### src/rtl/music_pkg.sv
// Shared definitions for the music player user-control front end:
// FSM state encoding and the default debounce interval.
package music_pkg;

   localparam logic [1:0] ST_IDLE  = 2'd0;
   localparam logic [1:0] ST_START = 2'd1;
   localparam logic [1:0] ST_RUN   = 2'd2;

   localparam int DEB_CYCLES_DEF = 1_000_000;

   typedef enum logic [1:0] {
      S_IDLE  = ST_IDLE,
      S_START = ST_START,
      S_RUN   = ST_RUN
   } state_t;

endpackage

### src/rtl/key_debounce.sv
// Synchronizes and debounces one raw active-low key; emits a single-cycle
// pulse when the accepted level goes from released to pressed.
module key_debounce
   import music_pkg::*;
#(
   parameter int DEB_CYCLES = DEB_CYCLES_DEF
) (
   input  logic clk,
   input  logic rst_n,
   input  logic key_n,
   output logic key_level,
   output logic press_pulse
);

   localparam int CW = $clog2(DEB_CYCLES + 1);

   logic          sync_q1;
   logic          sync_q2;
   logic [CW-1:0] cnt;
   logic          settle;

   // Accept the new level on the last cycle of an uninterrupted disagreement run
   assign settle = (sync_q2 != key_level) && (cnt == CW'(DEB_CYCLES - 1));

   always_ff @(posedge clk or negedge rst_n) begin
      if (!rst_n) begin
         sync_q1     <= 1'b1;
         sync_q2     <= 1'b1;
         key_level   <= 1'b1;
         cnt         <= '0;
         press_pulse <= 1'b0;
      end else begin
         sync_q1     <= key_n;
         sync_q2     <= sync_q1;
         press_pulse <= settle & ~sync_q2;
         if (sync_q2 == key_level) begin
            cnt <= '0;
         end else if (settle) begin
            key_level <= sync_q2;
            cnt       <= '0;
         end else begin
            cnt <= cnt + CW'(1);
         end
      end
   end

endmodule

### src/rtl/music_ctrl.sv
// User-control front end for the buzzer music player: debounced play/pause
// keys, start/pause handshake with the player, auto-repeat and play counter.
module music_ctrl
   import music_pkg::*;
#(
   parameter int CLK_FRE    = 50_000_000,
   parameter int DEB_CYCLES = CLK_FRE / 50,
   parameter int CNT_W      = 8
) (
   input  logic             clk,
   input  logic             rst_n,
   input  logic             key_play_n,
   input  logic             key_pause_n,
   input  logic             loop_mode,
   input  logic             play_done,
   output logic             play_en,
   output logic             start_stop,
   output logic             busy,
   output logic             paused,
   output logic [CNT_W-1:0] play_count
);

   state_t state;
   state_t state_nxt;
   logic   play_evt;
   logic   pause_evt;
   logic   unused_play_level;
   logic   unused_pause_level;

   key_debounce #(.DEB_CYCLES(DEB_CYCLES)) u_play_key (
      .clk         (clk),
      .rst_n       (rst_n),
      .key_n       (key_play_n),
      .key_level   (unused_play_level),
      .press_pulse (play_evt)
   );

   key_debounce #(.DEB_CYCLES(DEB_CYCLES)) u_pause_key (
      .clk         (clk),
      .rst_n       (rst_n),
      .key_n       (key_pause_n),
      .key_level   (unused_pause_level),
      .press_pulse (pause_evt)
   );

   always_ff @(posedge clk or negedge rst_n) begin
      if (!rst_n) state <= S_IDLE;
      else        state <= state_nxt;
   end

   always_comb begin
      state_nxt = state;
      case (state)
         S_IDLE:  if (play_evt) state_nxt = S_START;
         S_START: state_nxt = S_RUN;
         S_RUN:   if (play_done) state_nxt = loop_mode ? S_START : S_IDLE;
         default: state_nxt = S_IDLE;
      endcase
   end

   // Song end wins over a coincident pause so the player never restarts frozen
   always_ff @(posedge clk or negedge rst_n) begin
      if (!rst_n) begin
         start_stop <= 1'b1;
         play_count <= '0;
      end else if (state == S_RUN && play_done) begin
         start_stop <= 1'b1;
         if (play_count != '1) play_count <= play_count + CNT_W'(1);
      end else if (state == S_RUN && pause_evt) begin
         start_stop <= ~start_stop;
      end else if (state != S_RUN) begin
         start_stop <= 1'b1;
      end
   end

   assign play_en = (state == S_START);
   assign busy    = (state != S_IDLE);
   assign paused  = busy & ~start_stop;

endmodule
### config.mk
export PLATFORM = sky130hd
export DESIGN_NAME = music_ctrl
export DESIGN_NICKNAME = d
export VERILOG_FILES = /design/src/rtl/music_pkg.sv /design/src/rtl/key_debounce.sv /design/src/rtl/music_ctrl.sv
export SDC_FILE = /design/constraint.sdc
export NUM_CORES = 1
export LEC_CHECK = 0
export BUFFER_PORTS_ARGS = -buffer_cell sky130_fd_sc_hd__buf_2
export CAP_MARGIN = 5
export CORE_UTILIZATION = 45
export CTS_CLUSTER_DIAMETER = 60
export DETAILED_ROUTE_END_ITERATION = 10
export PLACE_DENSITY = 0.7
export RECOVER_POWER = 100
export SETUP_SLACK_MARGIN = 0.3
export SYNTH_ARGS = -nofsm -noshare
export SYNTH_HDL_FRONTEND = slang
export SYNTH_SLANG_ARGS = --single-unit
### constraint.sdc
create_clock -name clk -period 6.8 [get_ports clk]
set_clock_uncertainty 0.2 [all_clocks]
set_input_delay 1.02 -clock clk [delete_from_list [all_inputs] [get_ports clk]]
set_output_delay 1.02 -clock clk [all_outputs]
set_load 0.02 [all_outputs]
==> reports/metrics.csv <==
metric;value;unit
status;finished, violations left;
violations;max-capacitance violations, max-slew violations;
crit_path_start_kind;input port;
critPathMaxFanout;59;
nNetsFinal;303;
initial_core_util;46.9;%
grt_usage;16.8;%
setup_tns;0;ns
holdBufCountCts;0;
yosysMostFrequentCell;dfrtp_1;
num_rows;28;
p_int;626;uW
root_buffer;clkbuf_8;
synthSimpleGateAreaFrac;24.6;%
yosys.area.top_type_share;46.9;%
drc_errors;0;
switchingPower;173;uW
clk_pin_slew;0.07;ns
core_area;0.00592;mm^2
synth_top_area_cell;dfrtp_1;
reg2regPathDepth;5;
setup_viol;0;
holdCritPathClass;flip-flop to flip-flop;
syn_nets;277;
hold_path_end;u_play_key.sync_q2;
fin_crit_sh;54.8;%
gr-total-overflow;0;
die_h;80.5;um
postLayoutCoreUtil;53.3;%
yosys-top-cells-count;dfrtp_1 (52), nor2_1 (43), xnor2_1 (28);
cp_slowest_cell;clkbuf_1;
worstHoldStart;u_play_key.sync_q1;
fmax;0.268;GHz
rsz0062_at_grt;false;
synth.avg_cell_area;10.4;um^2
drive_gt1_share;11.0;%
powerDensity;253;mW/mm^2
crit_family;buffers and inverters;
reg2reg_to;u_play_key.cnt[11];
critPathRequiredTime;6.36;ns
grt_pass1_wl;8.28;mm
first_pass_iters;4;
vias;1987;
hpwl;3.34;mm
syn-cell-area;0.00277;mm^2
max_stage_delay;2.15;ns
area_growth;13.7;%
hold_violations;0;
route.detailed.wl_per_inst;13.4;um
grt_start_max_net_pins;60;
route.antenna.remaining_nets;0;
synthArstFlopShare;100;%
clkPwrFrac;48.7;%
post-cts-setup-buffers;0;
synth-edff-count;0;
ios;18;
wl;5.00;mm
cp.arrival;3.29;ns
grt-busiest-layer;met2;
met3_usage;3.41;%
diodes;0;
synth.top_cells.by_area;dfrtp_1 (47%), xnor2_1 (8.8%), dfstp_2 (6.6%);
power.static_leakage;0.00126;uW
dieArea;0.00648;mm^2
crit_buf_inv;2;
rr_startpoint;u_play_key.cnt[0];
muxShareOfSynthArea;1.94;%
maxCapViolCount;2;
synth-adder-area-share;1.35;%
power_frac_comb;4.7;%
p_seq_share;46.6;%
cts_tree;done;
synth.yosys.warnings;0;
gp_congestion;0.753;
port_buffers;17;
cts.htree.levels;3;
antenna_found_initial;0;
synth_top_family_by_area;simple AND/OR/NAND/NOR gates;
synth_cell_types;40;
synth-seq-area-share;53.5;%
met1_usage;20.4;%
fp.dieW;80.5;um
drtIter0Drc;127;
cts_resized;0;
cts.path.max_buffers;2;
synth_compound_area_share;3.97;%
switching_share;21.6;%
routed_via_density;5.31;
holdPathStages;0;
cp-end-kind;asynchronous set/reset pin;
grt_pass1_vias;1916;
drv_slew;79;
clk_latency;0.33;ns
ir_drop;0.121;mV
fin_crit;3.73;ns
worst_slew_pin_slew;3.07;ns
ff2ff_setup_slack;3.30;ns
synth_flop_cell;dfrtp_1;
numCtsBuffers;9;
relSlewSlack;-104;%
use_met2;27.4;%
synth_xor_xnor_area_share;12.3;%
path_cells;buf_2, clkbuf_1;
ys_ff_latch;59;
clock-sinks;59;
critical_path_class;input port to asynchronous set/reset pin;
syn_inst;268;
## sequential cells by signal (all words and copies together) (netlist names), 2 cells and up
signal,flops
u_pause_key.cnt,20
u_play_key.cnt,20
play_count,8
state,2
## layout make-up
cell class	count	area (um^2)
fillers	513	2770
flip-flops and latches	59	1490
multi-input cells	194	1210
clock buffers	11	141
clock inverters	5	100
well taps	75	93.8
repair buffers	19	76.3
inverters	11	41.3
## metal layers
metal	routed length, um	up-vias
met5	0	-
met2	2400	33
met3	123	10
li1	-	985
met4	64	0
met1	2420	959
## placed cells by master (no fill, tap or decap), types with 7 or more instances in the layout
cell,netlist,final
nor4_1,9,9
xnor2_1,28,28
nor2_1,43,43
dfstp_2,7,7
dfrtp_1,52,52
clkbuf_8,0,10
xor2_1,11,11
nor3_1,11,11
nand3_1,12,12
nand2_1,15,15
nand4_1,15,15
inv_1,11,11
clkbuf_1,3,16
## power by group through the flow
stage | Clock [uW] | Sequential, uW | Combinational (uW)
floorplan | 0 | 384 | 15.7
global placement | 0 | 378 | 40.6
detailed placement | 0 | 379 | 41.4
CTS | 396 | 372 | 41.6
global route | 413 | 374 | 42.6
finish | 389 | 373 | 37.6
## how the worst max path moves through the flow
stage | from | endpoint | cells after the start
floorplan | play_done | play_count[1] | 3
global placement | play_done | play_count[1] | 4
finish | rst_n | u_pause_key.cnt[1] | 2
detailed placement | play_done | play_count[7] | 5
global route | rst_n | u_play_key.cnt[11] | 2
CTS | state[1] | paused | 3
## logic make-up (layout without fill, tap and decap cells)
logic type | Yosys count | after routing
muxes | 5 | 5
DFF | 59 | 59
adders and majority gates | 3 | 3
AOI/OAI and AO/OA | 16 | 16
buffers and inverters | 15 | 46
xor gates and xnor gates | 39 | 39
and+or+nand+nor | 131 | 131
## through the flow
step	setup WS [ns]	hold slack, ns	instances	total power (uW)	area, um^2
2_1_floorplan	4.46	0.145	268	400	2770
3_3_place_gp	4.19	0.146	358	418	2950
3_5_place_dp	4.09	0.147	358	420	2950
4_1_cts	4.24	0.157	374	810	3190
5_1_grt	2.44	0.159	374	829	3150
6_report	3.07	0.157	374	799	3150
Power figures use the tool's default switching activity.
